[src/rtl/mp_result_monitor.sv]
// Result history monitor: captures {R2,R1,R0} triples into a circular buffer,
// lets the user step back through them, and scans the viewed entry onto a 4-digit display.
module mp_result_monitor #(
  parameter int unsigned SCAN_DIV = 16,
  parameter int unsigned DEPTH    = 8,
  parameter int unsigned ADDR_W   = 3
) (
  input  logic              CLK,
  input  logic              CLR,
  input  logic [3:0]        R0,
  input  logic [3:0]        R1,
  input  logic [3:0]        R2,
  input  logic              CAP,
  input  logic              PREV,
  output logic [3:0]        AN,
  output logic [6:0]        SEG,
  output logic [ADDR_W:0]   COUNT,
  output logic              FULL
);

  localparam int unsigned SCAN_W  = (SCAN_DIV > 2) ? $clog2(SCAN_DIV) : 1;
  localparam int unsigned ENTRY_W = 12;
  localparam int unsigned CNT_W   = ADDR_W + 1;

  logic               cap_q;
  logic               prev_q;
  logic [ADDR_W-1:0]  wr_ptr;
  logic [ADDR_W-1:0]  offset;
  logic [SCAN_W-1:0]  scan_cnt;
  logic [1:0]         dig;
  logic [ENTRY_W-1:0] mem [DEPTH];

  logic               cap_edge;
  logic               prev_edge;
  logic [CNT_W-1:0]   count_nxt;
  logic [ADDR_W-1:0]  view_idx;
  logic [ENTRY_W-1:0] entry;
  logic [3:0]         nib;
  logic [6:0]         seg_nxt;
  logic [3:0]         an_nxt;

  function automatic logic [6:0] hex7(input logic [3:0] v);
    case (v)
      4'h0: hex7 = 7'b1000000;
      4'h1: hex7 = 7'b1111001;
      4'h2: hex7 = 7'b0100100;
      4'h3: hex7 = 7'b0110000;
      4'h4: hex7 = 7'b0011001;
      4'h5: hex7 = 7'b0010010;
      4'h6: hex7 = 7'b0000010;
      4'h7: hex7 = 7'b1111000;
      4'h8: hex7 = 7'b0000000;
      4'h9: hex7 = 7'b0010000;
      4'hA: hex7 = 7'b0001000;
      4'hB: hex7 = 7'b0000011;
      4'hC: hex7 = 7'b1000110;
      4'hD: hex7 = 7'b0100001;
      4'hE: hex7 = 7'b0000110;
      default: hex7 = 7'b0001110;
    endcase
  endfunction

  // Edge detection and capture bookkeeping; a capture suppresses a same-cycle step.
  always_comb begin
    cap_edge  = CAP & ~cap_q;
    prev_edge = PREV & ~prev_q & ~cap_edge;
    count_nxt = COUNT;
    if (cap_edge && (COUNT != CNT_W'(DEPTH)))
      count_nxt = COUNT + CNT_W'(1);
  end

  // Display content for the currently indexed digit.
  always_comb begin
    view_idx = wr_ptr - ADDR_W'(1) - offset;
    entry    = mem[view_idx];
    nib      = 4'(offset);
    case (dig)
      2'd0:    nib = entry[3:0];
      2'd1:    nib = entry[7:4];
      2'd2:    nib = entry[11:8];
      default: nib = 4'(offset);
    endcase
    if ((COUNT == '0) && (dig != 2'd3))
      seg_nxt = 7'b1111111;
    else
      seg_nxt = hex7(nib);
    an_nxt = ~(4'b0001 << dig);
  end

  // History storage is not reset; it is hidden while COUNT is zero.
  always_ff @(posedge CLK) begin
    if (!CLR && cap_edge)
      mem[wr_ptr] <= {R2, R1, R0};
  end

  always_ff @(posedge CLK) begin
    if (CLR) begin
      cap_q    <= CAP;
      prev_q   <= PREV;
      wr_ptr   <= '0;
      offset   <= '0;
      scan_cnt <= '0;
      dig      <= 2'd0;
      COUNT    <= '0;
      FULL     <= 1'b0;
      AN       <= 4'b1110;
      SEG      <= 7'b1111111;
    end else begin
      cap_q  <= CAP;
      prev_q <= PREV;
      AN     <= an_nxt;
      SEG    <= seg_nxt;
      COUNT  <= count_nxt;
      FULL   <= (count_nxt == CNT_W'(DEPTH));

      if (cap_edge) begin
        wr_ptr <= wr_ptr + ADDR_W'(1);
        offset <= '0;
      end else if (prev_edge && (COUNT != '0)) begin
        if ({1'b0, offset} == (COUNT - CNT_W'(1)))
          offset <= '0;
        else
          offset <= offset + ADDR_W'(1);
      end

      if (scan_cnt == SCAN_W'(SCAN_DIV - 1)) begin
        scan_cnt <= '0;
        dig      <= dig + 2'd1;
      end else begin
        scan_cnt <= scan_cnt + SCAN_W'(1);
      end
    end
  end

endmodule

[config.mk]
export PLATFORM = sky130hd
export DESIGN_NAME = mp_result_monitor
export DESIGN_NICKNAME = d
export VERILOG_FILES = /design/src/rtl/mp_result_monitor.sv
export SDC_FILE = /design/constraint.sdc
export NUM_CORES = 1
export LEC_CHECK = 0
export ABC_AREA = 1
export BUFFER_PORTS_ARGS = -buffer_cell sky130_fd_sc_hd__buf_2
export CORE_ASPECT_RATIO = 1.25
export CORE_UTILIZATION = 40
export DETAILED_ROUTE_END_ITERATION = 12
export SLEW_MARGIN = 20
export SYNTH_ARGS = -nofsm -noshare
export SYNTH_HDL_FRONTEND = slang
export SYNTH_SLANG_ARGS = --single-unit
[constraint.sdc]
create_clock -name CLK -period 3.4 [get_ports CLK]
set_clock_uncertainty 0.05 [all_clocks]
set_input_delay 0.68 -clock CLK [delete_from_list [all_inputs] [get_ports CLK]]
set_output_delay 0.68 -clock CLK [all_outputs]
set_load 0.01 [all_outputs]
==> flow_metrics.env, run 1 <==
export IMPL_drive_gt1_share_pct=16.75
export IMPL_yosys_warnings=0
export IMPL_period_needed_ns=2.989
export IMPL_fin_nets=619
export IMPL_slew_violations=0
export IMPL_synthCells=536
export IMPL_clkSlewWorstSetupHoldPaths_ns=0.05
export IMPL_critical_path_cell_chain="inv_1, ha_1, inv_1, fa_1, buf_4, nor2_1, o21ai_0, nand3_1, nand3_1, nand2_1, o21ai_2, inv_1, ha_1, nand3_2, o21ai_1, nand2_1, nand2_1"
export IMPL_timing_final_crit_share_pct=87.91
export IMPL_slowest_delay_ns=0.55
export IMPL_netlist_area_um2=5524
export IMPL_synth_nets=571
export IMPL_clock_sinks=126
export IMPL_antenna_left=0
export IMPL_rows=47
export IMPL_grt_usage_pct=18.65
export IMPL_portBuffers=31
export IMPL_cts_resized_gates=0
export IMPL_via_per_inst=5.034
export IMPL_clk_latency_ns=0.41
export IMPL_crit_path_end_kind="flip-flop"
export IMPL_slowest_stage="fa_1"
export IMPL_cts_root_buf="clkbuf_16"
export IMPL_critPathMaxFanout=17
export IMPL_p_int_mw=3.143
export IMPL_ys_types=32
export IMPL_worstPathRequired_ns=3.64
export IMPL_worst_slew_pin_slew_ns=0.6505
export IMPL_crit_type="reg2reg"
export IMPL_cts_tree="yes"
export IMPL_overflow=0
export IMPL_p_leak_nw=2.586
export IMPL_dr_pass1_iters=4
export IMPL_status="finished clean"
export IMPL_postSynthAreaPerCell_um2=10.31
export IMPL_hp_class="in2reg"
export IMPL_r2r_start="offset[0]$_SDFFE_PP0P_"
export IMPL_core_area_um2=13350
export IMPL_htreeDepth=4
export IMPL_clkPwrFrac_pct=46.7
export IMPL_finalHoldViolations=0
export IMPL_cts_buffers=17
export IMPL_yosysSeqAreaShare_pct=63.06
export IMPL_routed_wl_um=12200
export IMPL_wire_per_inst_um=15.88
export IMPL_min_from="PREV"
export IMPL_setup_tns_ns=0
export IMPL_die_width_um=107.1
export IMPL_dp_hpwl_um=8167
export IMPL_ys_ff_latch=126
export IMPL_die_area_um2=14290
export IMPL_rsz0062_at_grt="no"
export IMPL_clockBufferDepth=2
export IMPL_sequentialPowerShare_pct=41.3
export IMPL_cp_start_kind="flip-flop"
export IMPL_initial_core_util_pct=41.38
export IMPL_power_density_nw_per_um2=629.7
export IMPL_ios=32
export IMPL_cts_setup_buffers=0
export IMPL_synthToLayoutAreaGrowth_pct=18.46
export IMPL_grt_pass1_wl_um=20050
export IMPL_p_comb_share_pct=12.0
export IMPL_p_sw_share_pct=23.72
export IMPL_die_h_um=133.4
export IMPL_slew_headroom_pct=56.17
export IMPL_max_cap_violations=0
export IMPL_drt_first_iter_violations=272
export IMPL_setup_viol=0
export IMPL_vias=3866
export IMPL_switchingPower_mw=0.9773
export IMPL_max_clock_freq_ghz=0.3346
export IMPL_layout_common_cells="nand2_1, edfxtp_1, nand3_1, nor2_1, buf_2"
export IMPL_crit_arrival_ns=3.22
export IMPL_layout_commonest_cell="nand2_1"
export IMPL_postCtsHoldBufs=0
export IMPL_ir_drop_mv=0.3525
export IMPL_power_mw=4.120
export IMPL_gp_congestion=0.8485
export IMPL_antenna_found_initial=0
export IMPL_grt_max_degree=37
export IMPL_drc_errors=0
export IMPL_crit_start="offset[0]$_SDFFE_PP0P_"
export IMPL_first_global_vias=3983
export IMPL_antenna_cells=0
[area by class of cell]
| type | count | area [µm²] |
|---|---|---|
| Clock inverter | 9 | 157.7 |
| Sequential cell | 126 | 3483 |
| Tap cell | 171 | 214.0 |
| Fill cell | 1196 | 6805 |
| Clock buffer | 23 | 478.0 |
| Multi-Input combinational cell | 358 | 1812 |
| Inverter | 35 | 131.4 |
| Timing Repair Buffer | 46 | 267.8 |
[path summary, 6_finish.rpt]
| path | endpoint | slack [ns] | cells past startpoint |
|---|---|---|---|
| worst min-delay path | prev_q$_DFF_P_ | 0.34 | 1 |
| worst max register to register | SEG[5]$_SDFF_PP1_ | 0.41 | 17 |
| worst max-delay path | SEG[5]$_SDFF_PP1_ | 0.41 | 17 |
| worst min register to register | scan_cnt[0]$_SDFF_PP0_ | 0.40 | 1 |
[critical path: cells and delay by family (launching register included)]
| family | cells | cell delay, ns |
|---|---|---|
| compound gates | 3 | 0.44 |
| fa+ha+maj | 3 | 0.94 |
| buf+inv | 4 | 0.53 |
| flops | 1 | 0.36 |
| simple gates | 7 | 0.54 |
[per-layer routing]
layer / wire [µm] / track usage, % / up-vias
li1: - / - / 1905
met1: 5337 / 22.86 / 1851
met2: 6167 / 30.65 / 91
met3: 477 / 4.159 / 19
met4: 214 / 9.665 / 0
met5: 0 / 0 / -
[synthesized netlist by cell type]
cell      instances  share of area, %
fa_1              1              0.36
ha_1             18               4.1
buf_6             1              0.20
nor2_1           52               3.5
o21bai_2          1              0.20
clkbuf_1          3              0.20
o21ai_1           1             0.091
a31oi_1           1              0.11
nand2_1         143               9.7
nor2_4            1              0.20
nor3_1            2              0.18
and3_1            1              0.11
o21ai_2           2              0.32
inv_1            29               2.0
buf_2             9              0.82
o211ai_1          1              0.14
nor4_1            1              0.11
or2_2             2              0.23
nand3_2           4              0.72
edfxtp_1         96                52
xor2_1            6              0.95
nand4_1           3              0.34
nand2_4           4              0.82
buf_4             4              0.54
a21oi_1           9              0.82
nand3_1          77               7.0
xnor2_1           2              0.32
nand2_2           2              0.23
o21ai_0          21               1.9
nor2_2            3              0.34
inv_2             6              0.41
dfxtp_1          30                11
[sequential cells by signal (all words and copies together) (netlist names)]
| signal | flops |
|---|---|
| wr_ptr | 3 |
| dig | 2 |
| prev_q | 1 |
| AN | 4 |
| cap_q | 1 |
| FULL | 1 |
| COUNT | 4 |
| offset | 3 |
| scan_cnt | 4 |
| mem | 96 |
| SEG | 7 |
[power groups by stage]
stage / Sequential, mW / Combinational, mW / Clock (mW)
after detailed placement: 1.73 / 0.494 / 0
after CTS: 1.70 / 0.496 / 1.96
final: 1.70 / 0.495 / 1.92
after global routing: 1.70 / 0.562 / 2.01
after global placement: 1.73 / 0.484 / 0
after floorplan: 1.74 / 0.352 / 0
[kinds of logic after synthesis]
group,share of synthesized area [%]
flops,63.06
compound gates,3.579
fa+ha+maj,4.439
simple gates,23.51
buf+inv,4.145
xor+xnor,1.268
[through the flow]
stage               utilization [%]  setup slack, ns  instance area (µm²)  std cells  hold WS [ns]
CTS                           49.02           0.4137                 6544        768        0.3269
finish                        49.02           0.4112                 6544        768        0.3372
global route                  49.02           0.1956                 6544        768        0.3306
detailed placement            44.26           0.4227                 5908        736        0.3999
floorplan                         -           0.6344                 5524        536        0.3676
global placement              44.26           0.5618                 5908        736        0.3760
Power figures use the tool's default switching activity.
==> run 2: changes to the inputs <==
--- a/config.mk
+++ b/config.mk
@@ -8,8 +8,10 @@
 export ABC_AREA = 1
 export BUFFER_PORTS_ARGS = -buffer_cell sky130_fd_sc_hd__buf_2
 export CORE_ASPECT_RATIO = 1.25
+export CORE_MARGIN = 2
 export CORE_UTILIZATION = 40
 export DETAILED_ROUTE_END_ITERATION = 12
+export REMOVE_ABC_BUFFERS = 1
 export SLEW_MARGIN = 20
 export SYNTH_ARGS = -nofsm -noshare
 export SYNTH_HDL_FRONTEND = slang
==> flow_metrics.env, run 2 (same netlist as run 1, synthesis figures left out) <==
export IMPL_max_cap_violations=0
export IMPL_die_width_um=109.1
export IMPL_via_per_inst=4.973
export IMPL_ir_drop_mv=0.3205
export IMPL_cts_setup_buffers=0
export IMPL_status="finished clean"
export IMPL_clkSlewWorstSetupHoldPaths_ns=0.05
export IMPL_die_area_um2=14770
export IMPL_wire_per_inst_um=15.06
export IMPL_drc_errors=0
export IMPL_grt_pass1_wl_um=18710
export IMPL_synthToLayoutAreaGrowth_pct=16.90
export IMPL_crit_path_frequent_cell="nand2_1"
export IMPL_clockBufferDepth=2
export IMPL_rsz0062_at_grt="no"
export IMPL_period_needed_ns=2.979
export IMPL_fin_nets=617
export IMPL_overflow=0
export IMPL_crit_type="reg2reg"
export IMPL_slowest_stage="fa_1"
export IMPL_htreeDepth=4
export IMPL_largest_register="mem"
export IMPL_post_route_util_pct=47.37
export IMPL_largest_reg_flops=96
export IMPL_first_global_vias=3724
export IMPL_die_h_um=135.4
export IMPL_cts_resized_gates=0
export IMPL_grt_usage_pct=16.97
export IMPL_worst_slew_pin_slew_ns=0.4960
export IMPL_stdcell_count=770
export IMPL_slew_violations=0
export IMPL_dp_hpwl_um=7478
export IMPL_drive_gt1_share_pct=16.13
export IMPL_critical_path_cell_chain="inv_1, ha_1, inv_1, fa_1, buf_4, nand3_1, nand2_1, nand2_1, nand3_1, nand2_1, o21ai_2, inv_1, ha_1, nand3_2, o21ai_1, nand2_1, nand2_1"
export IMPL_cts_root_buf="clkbuf_16"
export IMPL_finalHoldViolations=0
export IMPL_max_clock_freq_ghz=0.3357
export IMPL_rows=48
export IMPL_crit_arrival_ns=3.22
export IMPL_post_dp_cell_area_um2=5898
export IMPL_slew_headroom_pct=66.59
export IMPL_portBuffers=31
export IMPL_ios=32
export IMPL_layout_commonest_cell="nand2_1"
export IMPL_postCtsHoldBufs=0
export IMPL_vias=3829
export IMPL_largestRegisters="mem x96, SEG x7"
export IMPL_slowest_delay_ns=0.51
export IMPL_antenna_found_initial=0
export IMPL_grt_max_degree=37
export IMPL_p_leak_nw=2.533
export IMPL_dr_pass1_iters=5
export IMPL_setup_tns_ns=0
export IMPL_worstPathRequired_ns=3.64
export IMPL_stdcell_area_um2=6457
export IMPL_clk_latency_ns=0.40
export IMPL_critPathMaxFanout=24
export IMPL_cts_tree="yes"
export IMPL_drt_first_iter_violations=287
export IMPL_layout_common_cells="nand2_1, edfxtp_1, nand3_1, nor2_1, buf_2"
export IMPL_power_density_nw_per_um2=601.1
export IMPL_antenna_left=0
export IMPL_gp_congestion=0.8939
export IMPL_placed_cells=738
export IMPL_clock_sinks=126
export IMPL_timing_final_crit_share_pct=87.62
export IMPL_hp_class="in2reg"
export IMPL_crit_path_end_kind="flip-flop"
export IMPL_fin_hold_ws_ns=0.3426
export IMPL_antenna_cells=0
export IMPL_core_area_um2=13630
export IMPL_cp_start_kind="flip-flop"
export IMPL_cts_buffers=17
export IMPL_routed_wl_um=11600
export IMPL_initial_core_util_pct=40.52
export IMPL_setup_viol=0
[run 2: final timing paths]
kind / cells after the start / end / start / slack (ns)
worst max register to register: 17 / SEG[5]$_SDFF_PP1_ / offset[0]$_SDFFE_PP0P_ / 0.42
worst min register to register: 1 / scan_cnt[0]$_SDFF_PP0_ / scan_cnt[0]$_SDFF_PP0_ / 0.41
worst min-delay path: 1 / cap_q$_DFF_P_ / CAP / 0.34
worst max-delay path: 17 / SEG[5]$_SDFF_PP1_ / offset[0]$_SDFFE_PP0P_ / 0.42
[run 2: stage by stage]
step | setup WS, ns | power (mW)
6_report | 0.4208 | 3.882
4_1_cts | 0.3275 | 3.907
3_5_place_dp | 0.3362 | 2.219
3_3_place_gp | 0.3994 | 2.211
2_1_floorplan | 0.07722 | 2.070
5_1_grt | 0.07654 | 4.049
[run 2: report_power, final]
part,switching (mW),internal [mW],total (mW)
clock network,0.628,1.07,1.70
logic,0.321,0.163,0.484
registers,0.0155,1.69,1.70
[run 2: routing by layer]
metal  global-route usage [%]  routed length, µm  up-vias
met5                        0                  0        -
met4                    9.046                363        0
met3                    3.463                562       28
met2                    28.57               5720      107
met1                    20.22               4950     1793
li1                         -                  -     1901
[run 2: layout make-up]
type,instances,area [µm²]
Clock buffer,20,436.7
Clock inverter,12,121.4
Fill cell,1219,7176
Inverter,35,132.6
Multi-Input combinational cell,358,1812
Sequential cell,126,3483
Tap cell,175,219.0
Timing Repair Buffer,44,252.7
[run 2: worst max-delay path: cells and delay by family, from the launching register on]
kind | cells | cell delay (ns)
simple gates | 8 | 0.68
flops | 1 | 0.35
compound gates | 2 | 0.33
fa+ha+maj | 3 | 0.90
buf+inv | 4 | 0.56
==> run 3: changes to the inputs <==
--- a/config.mk
+++ b/config.mk
@@ -7,10 +7,13 @@
 export LEC_CHECK = 0
 export ABC_AREA = 1
 export BUFFER_PORTS_ARGS = -buffer_cell sky130_fd_sc_hd__buf_2
+export CELL_PAD_IN_SITES_DETAIL_PLACEMENT = 1
+export CELL_PAD_IN_SITES_GLOBAL_PLACEMENT = 2
 export CORE_ASPECT_RATIO = 1.25
 export CORE_MARGIN = 2
 export CORE_UTILIZATION = 40
 export DETAILED_ROUTE_END_ITERATION = 12
+export PLACE_DENSITY_LB_ADDON = 0.1
 export REMOVE_ABC_BUFFERS = 1
 export SLEW_MARGIN = 20
 export SYNTH_ARGS = -nofsm -noshare
==> flow_metrics.env, run 3 (same netlist as run 1, synthesis figures left out) <==
export IMPL_routed_wl_um=13790
export IMPL_crit_type="reg2reg"
export IMPL_wire_per_inst_um=17.88
export IMPL_period_needed_ns=3.067
export IMPL_initial_core_util_pct=40.52
export IMPL_clkPwrFrac_pct=45.2
export IMPL_fin_nets=618
export IMPL_crit_arrival_ns=3.33
export IMPL_hp_class="in2reg"
export IMPL_via_per_inst=5.043
export IMPL_whs_endpoint="prev_q$_DFF_P_"
export IMPL_drc_errors=0
export IMPL_ios=32
export IMPL_dr_pass1_iters=4
export IMPL_antenna_cells=0
export IMPL_max_cap_violations=0
export IMPL_drive_gt1_share_pct=16.95
export IMPL_critical_path_cell_chain="inv_1, ha_1, inv_1, fa_1, buf_4, nand3_1, nand2_1, nand2_1, nand3_1, nand2_1, o21ai_2, inv_1, ha_1, nand3_2, nand3_1, nand2_1, nand2_1"
export IMPL_slowest_stage="fa_1"
export IMPL_rows=48
export IMPL_worstPathRequired_ns=3.66
export IMPL_p_int_mw=2.996
export IMPL_die_width_um=109.1
export IMPL_rsz0062_at_grt="no"
export IMPL_r2r_end="SEG[3]$_SDFF_PP1_"
export IMPL_p_sw_share_pct=25.51
export IMPL_grt_max_degree=28
export IMPL_grt_usage_pct=20.30
export IMPL_min_from="PREV"
export IMPL_path_buf_inv=4
export IMPL_portBuffers=31
export IMPL_vias=3888
export IMPL_die_area_um2=14770
export IMPL_switchingPower_mw=1.026
export IMPL_clock_sinks=126
export IMPL_r2r_start="offset[0]$_SDFFE_PP0P_"
export IMPL_power_density_nw_per_um2=618.7
export IMPL_clk_latency_ns=0.42
export IMPL_drt_first_iter_violations=176
export IMPL_sequentialPowerShare_pct=42.3
export IMPL_cp_start_kind="flip-flop"
export IMPL_largest_register="mem"
export IMPL_layout_common_cells="nand2_1, edfxtp_1, nand3_1, nor2_1, buf_2"
export IMPL_synthToLayoutAreaGrowth_pct=17.69
export IMPL_cts_buffers=17
export IMPL_crit_path_frequent_cell="nand2_1"
export IMPL_overflow=0
export IMPL_htreeDepth=4
export IMPL_timing_final_crit_share_pct=90.21
export IMPL_setup_tns_ns=0
export IMPL_worst_slew_pin_slew_ns=0.7360
export IMPL_ir_drop_mv=0.3512
export IMPL_crit_path_end_kind="flip-flop"
export IMPL_critPathMaxFanout=24
export IMPL_placed_cells=739
export IMPL_stdcell_count=771
export IMPL_p_leak_nw=2.567
export IMPL_worstHoldPathCells=1
export IMPL_layout_commonest_cell="nand2_1"
export IMPL_die_h_um=135.4
export IMPL_status="finished clean"
export IMPL_grt_pass1_wl_um=21650
export IMPL_cts_root_buf="clkbuf_16"
export IMPL_reg2reg_slack_ns=0.33
export IMPL_slew_violations=0
export IMPL_largest_reg_flops=96
export IMPL_gp_congestion=0.7590
export IMPL_largestRegisters="mem x96, SEG x7"
export IMPL_clockBufferDepth=2
export IMPL_max_clock_freq_ghz=0.3260
export IMPL_dp_hpwl_um=9215
export IMPL_first_global_vias=3945
export IMPL_crit_family="adder cells"
export IMPL_slew_headroom_pct=50.42
export IMPL_finalHoldViolations=0
export IMPL_slowest_delay_ns=0.51
export IMPL_antenna_left=0
export IMPL_antenna_found_initial=0
export IMPL_core_area_um2=13630
export IMPL_clkSlewWorstSetupHoldPaths_ns=0.05
export IMPL_p_comb_share_pct=12.5
export IMPL_r2r_cells=17
export IMPL_setup_viol=0
export IMPL_cts_tree="yes"
-- run 3: final cells by class --
type | count | area, µm²
Timing Repair Buffer | 45 | 260.3
Inverter | 35 | 132.6
Clock buffer | 17 | 425.4
Clock inverter | 15 | 168.9
Fill cell | 1522 | 7132
Multi-Input combinational cell | 358 | 1812
Sequential cell | 126 | 3483
Tap cell | 175 | 219.0
-- run 3: worst reg2reg max path, stage by stage, from the launching register on --
cell and delay (ns):
dfxtp_1 0.35, inv_1 0.09, ha_1 0.15, inv_1 0.05
fa_1 0.51, buf_4 0.33, nand3_1 0.13, nand2_1 0.09
nand2_1 0.06, nand3_1 0.08, nand2_1 0.10, o21ai_2 0.30
inv_1 0.14, ha_1 0.25, nand3_2 0.10, nand3_1 0.09
nand2_1 0.06, nand2_1 0.04
-- run 3: metrics by stage --
stage                     cell area (µm²)  utilization, %  hold slack (ns)  setup slack (ns)  power [mW]
after floorplan                      5426               -           0.3676           0.07722       2.070
after global placement               5906           43.32           0.3851            0.3396       2.234
after detailed placement             5906           43.32           0.4145            0.2641       2.245
after CTS                            6500           47.68           0.3086            0.2561       4.073
after global routing                 6501           47.69           0.3127           0.04123       4.193
final                                6501           47.69           0.3269            0.3329       4.023
-- run 3: power by group through the flow --
stage / registers (mW) / logic, mW / clock network (mW)
final: 1.70 / 0.504 / 1.82
after global routing: 1.70 / 0.574 / 1.91
after CTS: 1.70 / 0.515 / 1.86
after detailed placement: 1.73 / 0.512 / 0
after global placement: 1.73 / 0.501 / 0
after floorplan: 1.74 / 0.330 / 0
-- run 3: what timing repair did --
item | in CTS | in global routing
gates resized for setup | 0 | 1
setup endpoints to repair | 0 | 3
setup buffers | 0 | 0
hold buffers | 0 | 0
-- run 3: how the worst max path moves through the flow --
stage                           start           endpoint  slack [ns]  cells after the start
6_report       offset[0]$_SDFFE_PP0P_  SEG[3]$_SDFF_PP1_        0.33                     17
2_1_floorplan  offset[0]$_SDFFE_PP0P_  SEG[3]$_SDFF_PP1_        0.08                     16
3_5_place_dp   offset[0]$_SDFFE_PP0P_  SEG[3]$_SDFF_PP1_        0.26                     17
3_3_place_gp   offset[0]$_SDFFE_PP0P_  SEG[3]$_SDFF_PP1_        0.34                     17
4_1_cts        offset[0]$_SDFFE_PP0P_  SEG[3]$_SDFF_PP1_        0.26                     17
5_1_grt        offset[0]$_SDFFE_PP0P_  SEG[3]$_SDFF_PP1_        0.04                     17
-- run 3: layer usage --
layer | share of wire [%] | routed length (µm) | track usage [%] | vias up
met1 | 44 | 6075 | 24.30 | 1910
met5 | 0 | 0 | 0 | -
li1 | - | - | - | 1904
met2 | 52 | 7116 | 35.27 | 50
met4 | 2.0 | 272 | 8.476 | 0
met3 | 2.3 | 323 | 3.992 | 24
